**config.mk**
```make
export PLATFORM = sky130hd
export DESIGN_NAME = div_seq
export DESIGN_NICKNAME = d
export VERILOG_FILES = /design/src/rtl/div_seq.sv
export SDC_FILE = /design/constraint.sdc
export NUM_CORES = 1
export LEC_CHECK = 0
export ABC_CLOCK_PERIOD_IN_PS = 12200
export CAP_MARGIN = 40
export CORE_MARGIN = 2
export CORE_UTILIZATION = 50
export CTS_CLUSTER_SIZE = 24
export DETAILED_ROUTE_END_ITERATION = 7
export DONT_BUFFER_PORTS = 1
export GPL_ROUTABILITY_DRIVEN = 0
export PLACE_DENSITY = 0.62
export REMOVE_ABC_BUFFERS = 1
export SYNTH_ARGS = -nofsm -noshare
export SYNTH_HDL_FRONTEND = slang
export SYNTH_SLANG_ARGS = --single-unit
export TNS_END_PERCENT = 100
```
**constraint.sdc**
```tcl
create_clock -name clk -period 12.2 [get_ports clk]
set_clock_uncertainty 0.15 [all_clocks]
set_input_delay 2.44 -clock clk [delete_from_list [all_inputs] [get_ports clk]]
set_output_delay 2.44 -clock clk [all_outputs]
set_load 0.01 [all_outputs]
```
**src/rtl/div_seq.sv**
```systemverilog
// Multi-cycle 32-bit restoring divider (signed or unsigned) for the EX stage.
// It takes one quotient bit per clock. The result is {remainder, quotient}.
// An illegal-free FSM walks FREE -> ON/BYZERO -> END -> FREE.
module div_seq (
  input  logic        clk,
  input  logic        rst,
  input  logic        signed_div_i,
  input  logic [31:0] opdata1_i,
  input  logic [31:0] opdata2_i,
  input  logic        start_i,
  input  logic        annul_i,
  output logic [63:0] result_o,
  output logic        ready_o,
  output logic        busy_o
);

  localparam logic [1:0] S_FREE   = 2'd0;
  localparam logic [1:0] S_BYZERO = 2'd1;
  localparam logic [1:0] S_ON     = 2'd2;
  localparam logic [1:0] S_END    = 2'd3;

  logic [1:0]  r_state;
  logic [5:0]  r_cnt;
  logic [64:0] r_work;
  logic [31:0] r_dividend;
  logic [31:0] r_divisor;
  logic        r_neg_q;
  logic        r_neg_r;
  logic [63:0] r_result;
  logic        r_ready;
  logic        r_busy;

  logic        w_accept;
  logic        w_step_en;
  logic        w_neg1;
  logic        w_neg2;
  logic [33:0] w_rem_sh;
  logic [33:0] w_diff;
  logic        w_fits;
  logic [32:0] w_next_rem;
  logic [31:0] w_quot;
  logic [31:0] w_rem;

  // Two's-complement negation, applied only when en is set.
  function automatic logic [31:0] neg_if(input logic [31:0] v, input logic en);
    return en ? (~v + 32'd1) : v;
  endfunction

  assign w_accept  = (r_state == S_FREE) && start_i && !annul_i;
  assign w_step_en = (r_state == S_ON) && start_i && !annul_i && (r_cnt != 6'd32);
  assign w_neg1    = signed_div_i & opdata1_i[31];
  assign w_neg2    = signed_div_i & opdata2_i[31];

  // One restoring step: shift the next dividend bit into the partial remainder.
  // Then try to subtract the divisor. The partial remainder is always below
  // the divisor, so its upper bit stays clear between steps.
  assign w_rem_sh   = {r_work[64:32], r_dividend[31]};
  assign w_diff     = w_rem_sh - {2'b00, r_divisor};
  assign w_fits     = ~w_diff[33];
  assign w_next_rem = w_fits ? w_diff[32:0] : w_rem_sh[32:0];

  // Sign correction of the finished magnitudes.
  assign w_quot = neg_if(r_work[31:0], r_neg_q);
  assign w_rem  = neg_if(r_work[63:32], r_neg_r);

  // Operand magnitudes and sign flags: latched at accept, dividend shifts out MSB-first.
  always_ff @(posedge clk) begin
    if (w_accept) begin
      r_dividend <= neg_if(opdata1_i, w_neg1);
      r_divisor  <= neg_if(opdata2_i, w_neg2);
      r_neg_q    <= w_neg1 ^ w_neg2;
      r_neg_r    <= w_neg1;
    end else if (w_step_en) begin
      r_dividend <= {r_dividend[30:0], 1'b0};
    end
  end

  // Control FSM, step counter, working register and registered outputs.
  always_ff @(posedge clk or posedge rst) begin
    if (rst) begin
      r_state  <= S_FREE;
      r_cnt    <= 6'd0;
      r_work   <= 65'd0;
      r_result <= 64'd0;
      r_ready  <= 1'b0;
      r_busy   <= 1'b0;
    end else begin
      case (r_state)
        S_FREE: begin
          r_ready  <= 1'b0;
          r_result <= 64'd0;
          if (w_accept) begin
            r_cnt   <= 6'd0;
            r_work  <= 65'd0;
            r_busy  <= 1'b1;
            r_state <= (opdata2_i == 32'd0) ? S_BYZERO : S_ON;
          end else begin
            r_busy <= 1'b0;
          end
        end
        S_BYZERO: begin
          r_busy   <= 1'b0;
          r_result <= 64'd0;
          if (annul_i || !start_i) begin
            r_ready <= 1'b0;
            r_state <= S_FREE;
          end else begin
            r_ready <= 1'b1;
            r_state <= S_END;
          end
        end
        S_ON: begin
          if (annul_i || !start_i) begin
            r_busy   <= 1'b0;
            r_ready  <= 1'b0;
            r_result <= 64'd0;
            r_state  <= S_FREE;
          end else if (r_cnt == 6'd32) begin
            r_busy   <= 1'b0;
            r_ready  <= 1'b1;
            r_result <= {w_rem, w_quot};
            r_state  <= S_END;
          end else begin
            r_work <= {w_next_rem, r_work[30:0], w_fits};
            r_cnt  <= r_cnt + 6'd1;
          end
        end
        S_END: begin
          r_busy <= 1'b0;
          if (annul_i || !start_i) begin
            r_ready  <= 1'b0;
            r_result <= 64'd0;
            r_state  <= S_FREE;
          end
        end
        default: begin
          r_busy   <= 1'b0;
          r_ready  <= 1'b0;
          r_result <= 64'd0;
          r_state  <= S_FREE;
        end
      endcase
    end
  end

  assign result_o = r_result;
  assign ready_o  = r_ready;
  assign busy_o   = r_busy;

endmodule

```
==> impl_metrics.ini, run 1 <==
[power]
power_per_cell_area_nw_per_um2 = 179.1
p_leak_nw = 5.991
p_total_w = 0.002395
ir_drop_uv = 75.85

[yosys]
synthTopCellsByCount = 222 x nand2_1, 166 x o21ai_0, 139 x dfrtp_1
yosys_most_used_dff = dfrtp_1
seq_area_frac_synth_pct = 44.54
synth-adder-area-share_pct = 4.449
yosys-top-cells-area = dfrtp_1 28%, edfxtp_1 16%, xor2_1 7.1%
synth_top_family_by_area = compound AO/OA/AOI/OAI gates
synth_compound_area_share_pct = 17.14
synthArstFlopShare_pct = 67.80
synth_mux_area_share_pct = 1.990
syn_area_per_cell_um2 = 9.129
yosysWarnings = 0
synth_top_area_share_pct = 28.37
synthesis.instances = 1343
synthXorXnorAreaFrac_pct = 10.93
synthMostInstantiatedCell = nand2_1
synth-simple-area-share_pct = 17.04
synth-seq-cells = 205
synth_cell_types = 67
netlist_area_um2 = 12260
yosysTopAreaCell = dfrtp_1
synth_edf_count = 66

[floorplan]
core_area_um2 = 24180
fp.dieH_um = 160.6
ioPinCount = 135
rows = 57
die_w_um = 160.6
dieArea_um2 = 25790
start_util_pct = 50.71

[placed_design]
io_buffers = 0
hpwlAfterDp_um = 19660

[clock_tree]
htree_levels = 1
hold_buffers = 0
cts_setup_buffers = 0
cts_made_buffers = 23
cts-resized-gates = 0
clk-insertion-delay-late_ns = 0.51
cts_root_buffer = clkbuf_16
cts_max_path_buffers = 3
clock-sinks = 205
cts_tree = built
cts.reportedPaths.clkPinSlew_ns = 0.06

[detailed_routing]
wl_um = 27010
drc = 0
viasPerCell = 5.588
vias = 9270
drt-initial-drc-count = 711
dr.pass1.iters = 5
ant_nets = 0
drt-wirelength-per-cell_um = 16.28

[worst_setup_path]
worst-path-max-fanout = 5
end_kind = register
start_kind = input pin
cp.required_ns = 12.43
cp.arrival_ns = 5.07
critPathKind = input pin to register

[sta]
fin_setup_tns_ns = 0
tightestPinTransition_ns = 0.8725
fin_crit_ns = 4.841
fmax_mhz = 206.6
finalCritPeriodShare_pct = 39.68
slew_headroom_pct = 41.83
slew_viol_final = 0
rsz0062_at_grt = no
setup_viol = 0
hold_violations = 0

[final_layout]
finalNetCount = 1432
drive_above_1_share_pct = 5.918
fin_util_pct = 55.32
diodes = 0
area_growth_pct = 9.083

[global_routing]
met3_usage_pct = 4.081
busiest_layer = met2
grt_pass1_vias = 8992
grtUsageMet2_pct = 33.41
grt_max_degree = 83
grt.met1_usage_pct = 30.71
gr-total-overflow = 0
grt_pass1_wl_um = 45780
grt.total_usage_pct = 21.26
antenna_found_initial = 0

[hold_path]
hold_path.class = register to register

[outcome]
outcome = finished, final reports clean

[job]
cap_violations = 0
==> layout make-up <==
cell class	instances	area [µm²]
fill	2186	10800
multi-input combinational	1015	6354
sequential	205	5460
clock buffer	33	705.7
tap	324	405.4
inverter	63	241.5
timing repair buffer	12	142.6
clock inverter	7	65.06
==> final timing paths <==
kind | depth (start not counted) | slack [ns] | to | start
worst max-delay path | 9 | 7.36 | r_state[1]$_DFFE_PP0P_ | opdata2_i[7]
worst min-delay path | 2 | 0.37 | r_work[31]$_DFFE_PP0P_ | r_work[31]$_DFFE_PP0P_
worst max register to register | 13 | 8.49 | r_work[62]$_DFFE_PP0P_ | r_dividend[31]$_DFFE_PP_
worst min register to register | 2 | 0.37 | r_work[31]$_DFFE_PP0P_ | r_work[31]$_DFFE_PP0P_
max in group asynchronous | 2 | 8.96 | result_o[3]$_DFFE_PP0P_ | rst
min in group asynchronous | 1 | 1.75 | result_o[60]$_DFFE_PP0P_ | rst
==> cell usage in the layout, fill, tap and decap left out, types with 21 or more instances in the layout <==
master,netlist,routed
dfrtp_1,139,139
o31ai_1,25,25
xnor2_1,53,52
nand3_1,61,59
a21oi_1,54,54
o21ai_0,166,166
ha_1,42,42
nand2_1,222,220
mux2i_1,21,21
edfxtp_1,66,66
xor2_1,100,100
nor2_1,58,58
clkbuf_16,0,25
inv_1,63,62
==> logic make-up (layout without fill, tap and decap cells) <==
family | count (synthesis) | count (layout)
simple gates | 450 | 450
xor+xnor | 153 | 153
fa+ha+maj | 43 | 43
flops | 205 | 205
mux | 24 | 24
buf+inv | 123 | 115
compound gates | 345 | 345
==> per-layer routing <==
| metal | vias to the layer above | routed length, µm |
|---|---|---|
| met4 | 0 | 488 |
| met3 | 31 | 1562 |
| met2 | 192 | 11740 |
| li1 | 4702 | - |
| met5 | - | 0 |
| met1 | 4345 | 13220 |
==> where the power goes <==
| group | leakage (nW) | switching, W | total, W | internal (W) |
|---|---|---|---|---|
| sequential | 2.54 | 0.0000946 | 0.000924 | 0.000829 |
| clock | 0.378 | 0.000269 | 0.000691 | 0.000422 |
| combinational | 3.07 | 0.000465 | 0.000780 | 0.000315 |
| total | 5.99 | 0.000829 | 0.00240 | 0.00157 |
==> critical path: stages <==
cell and delay (ns):
nor3_1 0.30, nand2_1 0.13, nor3_1 0.23, nand2_1 0.11, nor4_1 0.65, and3b_1 0.43
nand4b_1 0.30, a21boi_0 0.22, mux2_2 0.25
==> metrics by stage <==
stage               instance area [µm²]  hold slack [ns]  setup WS (ns)  cells
floorplan                         12020           0.3388          5.885   1283
global placement                  12520           0.3527          6.735   1615
detailed placement                12600           0.3608          6.908   1619
CTS                               13370           0.3746          7.420   1659
global route                      13370           0.4005          7.168   1659
finish                            13370           0.3736          7.359   1659
==> registers in the layout (all words and copies together), names as in the netlist <==
name,cells
r_cnt,6
r_divisor,32
r_state,2
busy_o,1
r_neg_q,1
r_neg_r,1
r_work,65
r_dividend,32
ready_o,1
result_o,64
Note: power is estimated with default switching activity, not from simulation.
==> run 2: changes to the inputs <==
--- a/config.mk
+++ b/config.mk
@@ -5,7 +5,7 @@
 export SDC_FILE = /design/constraint.sdc
 export NUM_CORES = 1
 export LEC_CHECK = 0
-export ABC_CLOCK_PERIOD_IN_PS = 12200
+export ABC_CLOCK_PERIOD_IN_PS = 4000
 export CAP_MARGIN = 40
 export CORE_MARGIN = 2
 export CORE_UTILIZATION = 50
@@ -13,7 +13,7 @@
 export DETAILED_ROUTE_END_ITERATION = 7
 export DONT_BUFFER_PORTS = 1
 export GPL_ROUTABILITY_DRIVEN = 0
-export PLACE_DENSITY = 0.62
+export PLACE_DENSITY = 0.65
 export REMOVE_ABC_BUFFERS = 1
 export SYNTH_ARGS = -nofsm -noshare
 export SYNTH_HDL_FRONTEND = slang
==> constraint.sdc (replaced) <==
create_clock -name clk -period 4 [get_ports clk]
set_clock_uncertainty 0.15 [all_clocks]
set_input_delay 0.8 -clock clk [delete_from_list [all_inputs] [get_ports clk]]
set_output_delay 0.8 -clock clk [all_outputs]
set_load 0.01 [all_outputs]
==> run 2 against run 1 <==
  * Sequential share of layout area fell by 0.29 points
  * Final area increased by 0.71%
  * Combinational power rose to 3.0 times the previous value
  * Worst hold slack lost 0.30 ns
  * Utilization rose by 0.39 points
  * Routed wire length is essentially flat
  * Critical endpoint is now r_work[41]$_DFFE_PP0P_
==> impl_metrics.ini, run 2 (synthesis gave the netlist of run 1 again) <==
[floorplan]
start_util_pct = 50.71
rows = 57
fp.dieH_um = 160.6
dieArea_um2 = 25790
die_w_um = 160.6
ioPinCount = 135
core_area_um2 = 24180

[worst_setup_path]
critPathKind = register to register
start_kind = register
cp.required_ns = 4.24
end_kind = register
worst-path-max-fanout = 12
cp.arrival_ns = 3.78

[placed_design]
dp_cells = 1630
hpwlAfterDp_um = 19840
dpl_cell_area_um2 = 12690
io_buffers = 0

[clock_tree]
cts_root_buffer = clkbuf_16
cts_made_buffers = 24
cts-resized-gates = 0
cts_max_path_buffers = 3
htree_levels = 1
clk-insertion-delay-late_ns = 0.53
cts_setup_buffers = 0
clock-sinks = 205
cts_tree = built
hold_buffers = 0
cts.reportedPaths.clkPinSlew_ns = 0.06

[sta]
slew_viol_final = 0
setup_viol = 0
fin_crit_ns = 3.536
finalCritPeriodShare_pct = 88.39
hold_violations = 0
fmax_mhz = 282.8
tightestPinTransition_ns = 0.8402
rsz0062_at_grt = no
slew_headroom_pct = 43.99

[final_layout]
finalNetCount = 1444
diodes = 0
top_register = r_work
fillers = 2161
largest_reg_flops = 65
area_growth_pct = 9.858
final_common_cell = nand2_1
final_area_um2 = 13470
drive_above_1_share_pct = 6.454
fin_cells = 1672
final_cell_mix = 220 x nand2_1, 166 x o21ai_0, 139 x dfrtp_1

[power]
p_leak_nw = 6.051
power_per_cell_area_nw_per_um2 = 544.6
ir_drop_uv = 367.2

[detailed_routing]
wl_um = 27020
dr.pass1.iters = 7
drc = 0
drt-initial-drc-count = 594
vias = 9378
ant_nets = 0
viasPerCell = 5.609
drt-wirelength-per-cell_um = 16.16

[global_routing]
grt.total_usage_pct = 21.12
gr-total-overflow = 0
grt_pass1_vias = 9011
antenna_found_initial = 0
grt_pass1_wl_um = 45500
grt_max_degree = 93

[outcome]
outcome = finished, final reports clean

[hold_path]
hold_path.class = input pin to async pin

[job]
cap_violations = 0
-- run 2: worst paths after layout --
path                                                from                       end  slack (ns)  cells past startpoint
worst max-delay path              r_work[35]$_DFFE_PP0P_    r_work[41]$_DFFE_PP0P_        0.46                     11
worst min-delay path                                 rst    r_work[28]$_DFFE_PP0P_        0.07                      2
worst max register to register    r_work[35]$_DFFE_PP0P_    r_work[41]$_DFFE_PP0P_        0.46                     11
worst min register to register  r_dividend[14]$_DFFE_PP_  r_dividend[15]$_DFFE_PP_        0.37                      2
max in group asynchronous                            rst      r_cnt[2]$_DFFE_PP0P_        2.98                      3
min in group clk                            opdata2_i[0]    r_divisor[0]$_DFFE_PP_        0.22                      0
-- run 2: worst max-delay path, cell delays in order, from the launching register on --
cell	delay [ns]
dfrtp_1	0.46
ha_1	0.39
a21o_1	0.21
a31o_2	0.23
o21ba_2	0.21
o31a_1	0.32
o21a_1	0.19
o21ai_1	0.26
xnor2_2	0.34
buf_4	0.33
mux2i_1	0.22
o21ai_0	0.09
-- run 2: power by group --
group | switching (W) | internal, W
Clock | 0.000849 | 0.00130
Combinational | 0.00140 | 0.000967
Sequential | 0.000283 | 0.00253
Total | 0.00253 | 0.00480
-- run 2: final cells by class --
| cell class | instances | area, µm² | share of cell area [%] |
|---|---|---|---|
| clock buffer | 34 | 678.2 | 5.035 |
| inverter | 63 | 241.5 | 1.793 |
| tap | 324 | 405.4 | 3.010 |
| timing repair buffer | 23 | 232.7 | 1.728 |
| sequential | 205 | 5460 | 40.54 |
| multi-input combinational | 1015 | 6351 | 47.15 |
| clock inverter | 8 | 100.1 | 0.7431 |
-- run 2: routing by layer --
layer | global-route usage [%] | wire (µm) | vias up
li1 | - | - | 4722
met1 | 29.54 | 12760 | 4389
met2 | 32.93 | 11720 | 223
met3 | 5.088 | 1881 | 44
met4 | 5.856 | 657 | 0
met5 | 0 | 0 | -
-- run 2: stage by stage --
stage               total power (W)  utilization, %  hold WS [ns]  setup slack, ns  setup TNS (ns)
global placement           0.005169           52.20        0.3535           0.5106               0
finish                     0.007335           55.71       0.07309           0.4644               0
detailed placement         0.005230           52.49        0.3594           0.4454               0
global route               0.007842           55.71        0.1213           0.2012               0
floorplan                  0.004631               -        0.3388          -0.6745         -165.35
CTS                        0.007415           55.71        0.1064           0.4711               0
==> run 3: changes to the inputs <==
--- a/config.mk
+++ b/config.mk
@@ -5,6 +5,7 @@
 export SDC_FILE = /design/constraint.sdc
 export NUM_CORES = 1
 export LEC_CHECK = 0
+export ABC_AREA = 1
 export ABC_CLOCK_PERIOD_IN_PS = 4000
 export CAP_MARGIN = 40
 export CORE_MARGIN = 2
==> run 3 against run 2 <==
  * Worst hold slack improved by 0.15 ns
  * Critical endpoint is now result_o[52]$_DFFE_PP0P_
  * Sequential share of layout area is 5.3 points lower
  * Via count rose by 38%
  * Utilization is 1.4 points lower
  * Largest power group is now combinational cells
==> impl_metrics.ini, run 3 <==
[outcome]
outcome = finished, final reports clean

[sta]
slew_viol_final = 0
setup_viol = 0
tightestPinTransition_ns = 0.7324
finalCritPeriodShare_pct = 68.57
hold_violations = 0
slew_headroom_pct = 51.12
fin_crit_ns = 2.743
rsz0062_at_grt = no
fin_ws_ns = 1.257
whs_ns = 0.2209
fmax_mhz = 364.6

[detailed_routing]
drt-wirelength-per-cell_um = 15.17
ant_nets = 0
vias = 12940
dr.pass1.iters = 5
drt-initial-drc-count = 1015
wl_um = 36780
viasPerCell = 5.338
drc = 0

[floorplan]
die_w_um = 173.6
rows = 62
ioPinCount = 135
dieArea_um2 = 30150
core_area_um2 = 28550
start_util_pct = 50.40
fp.dieH_um = 173.6

[final_layout]
finalNetCount = 2134
final_cell_mix = 630 x nand2_1, 291 x inv_1, 180 x nand3_1
largest_reg_flops = 65
final_common_cell = nand2_1
final_area_um2 = 15510
top_register = r_work
drive_above_1_share_pct = 6.422
area_growth_pct = 7.836
diodes = 0

[yosys]
synth_top_area_share_pct = 24.18
yosys_most_used_dff = dfrtp_1
yosys-top-cells-area = dfrtp_1 24%, nand2_1 16%, edfxtp_1 14%
netlist_area_um2 = 14390
synth_cell_types = 48
synthArstFlopShare_pct = 67.80
synthesis.instances = 2038
yosysWarnings = 0
synth-seq-cells = 205
syn_area_per_cell_um2 = 7.060
synth_edf_count = 66
yosysTopAreaCell = dfrtp_1
synthTopCellsByCount = 630 x nand2_1, 292 x inv_1, 180 x nand3_1
seq_area_frac_synth_pct = 37.95
synthMostInstantiatedCell = nand2_1

[clock_tree]
cts_max_path_buffers = 3
clock-sinks = 205
hold_buffers = 1
cts-resized-gates = 0
cts_made_buffers = 24
cts.reportedPaths.clkPinSlew_ns = 0.06
cts_root_buffer = clkbuf_16
clk-insertion-delay-late_ns = 0.53
cts_setup_buffers = 0
htree_levels = 1
cts_tree = built

[worst_setup_path]
worst-path-max-fanout = 31
critPathSlowestCell = inv_2
cp.required_ns = 4.30
end_kind = register
critPathMaxStageDelay_ns = 0.55
critPathTopFamily = buffers and inverters
path_cells = inv_1 > ha_1 > nand3_1 > o21ai_2 > inv_2 > a21oi_4 > nand2_4 > inv_2 > nand2_1 > o21ai_1
path_buf_inv = 3
start_kind = register
cp.arrival_ns = 3.04
critPathKind = register to register
cp_common_cell = inv_2

[hold_path]
hold_path.class = input pin to register

[global_routing]
grt.total_usage_pct = 24.78
grt_pass1_wl_um = 62020
antenna_found_initial = 0
grt_max_degree = 88
gr-total-overflow = 0
grt_pass1_vias = 12327

[placed_design]
dp_slack_ns = 1.029
hpwlAfterDp_um = 27790
io_buffers = 0
dpl_cell_area_um2 = 14680

[power]
sw_frac_of_total_pct = 40.77
p_total_w = 0.008431
switching_power_w = 0.003437
p_leak_nw = 8.069
power.share.sequential_pct = 34.6
combPwrFrac_pct = 38.4
ir_drop_uv = 344.3
clkPwrFrac_pct = 26.9
power_per_cell_area_nw_per_um2 = 543.4
power.internal_w = 0.004993

[job]
cap_violations = 0
run 3: cell types whose count changed in the layout (fill, tap and decap cells not counted), moves of 18 or more:
| cell | delta |
|---|---|
| o22ai_1 | +31 |
| nand3_1 | +121 |
| a21o_1 | -18 |
| xnor2_1 | -24 |
| nor2_1 | +92 |
| nand2_1 | +410 |
| nor3_1 | +24 |
| o21ai_0 | -78 |
| xor2_1 | -48 |
| mux2i_1 | -21 |
| inv_1 | +229 |
| nand4_1 | +31 |
run 3: cell families after synthesis:
group | share of synthesized area [%]
AOI/OAI and AO/OA | 8.966
xor gates and xnor gates | 4.870
adders and majority gates | 3.792
buffers and inverters | 10.40
DFF | 37.95
and+or+nand+nor | 34.02
run 3: worst paths after layout:
| path | from | endpoint | slack [ns] | cells after the start |
|---|---|---|---|---|
| setup reg to reg | r_cnt[0]$_DFFE_PP0P_ | result_o[52]$_DFFE_PP0P_ | 1.26 | 10 |
| min in group asynchronous | rst | result_o[41]$_DFFE_PP0P_ | 0.56 | 2 |
| hold reg to reg | r_dividend[3]$_DFFE_PP_ | r_dividend[4]$_DFFE_PP_ | 0.38 | 2 |
| max in group asynchronous | rst | result_o[28]$_DFFE_PP0P_ | 2.16 | 4 |
| setup / recovery | r_cnt[0]$_DFFE_PP0P_ | result_o[52]$_DFFE_PP0P_ | 1.26 | 10 |
| hold / removal | opdata2_i[0] | r_divisor[0]$_DFFE_PP_ | 0.22 | 0 |
run 3: per-layer routing:
metal	track usage, %	share of wire (%)	vias up
met4	7.003	2.6	0
met1	37.53	49	5942
met2	36.85	42	396
met5	0	0	-
li1	-	-	6540
met3	3.640	6.6	62
run 3: power by group through the flow:
stage	combinational (W)	clock, W	sequential (W)
4_1_cts	0.00321	0.00232	0.00292
5_1_grt	0.00373	0.00240	0.00297
3_5_place_dp	0.00319	0	0.00295
2_1_floorplan	0.00244	0	0.00289
3_3_place_gp	0.00314	0	0.00294
6_report	0.00324	0.00227	0.00292
run 3: area by class of cell:
| cell class | instances | area (µm²) |
|---|---|---|
| tap | 384 | 480.5 |
| inverter | 312 | 1176 |
| sequential | 205 | 5460 |
| timing repair buffer | 16 | 142.6 |
| fill | 2863 | 13030 |
| clock buffer | 31 | 666.9 |
| multi-input combinational | 1463 | 7431 |
| clock inverter | 13 | 157.7 |
run 3: stage by stage:
step,std cells,utilization (%),setup TNS [ns]
after floorplan,1980,-,-93.76
after global placement,2378,51.33,0
after detailed placement,2379,51.42,0
after CTS,2424,54.35,0
after global routing,2424,54.35,0
final,2424,54.35,0
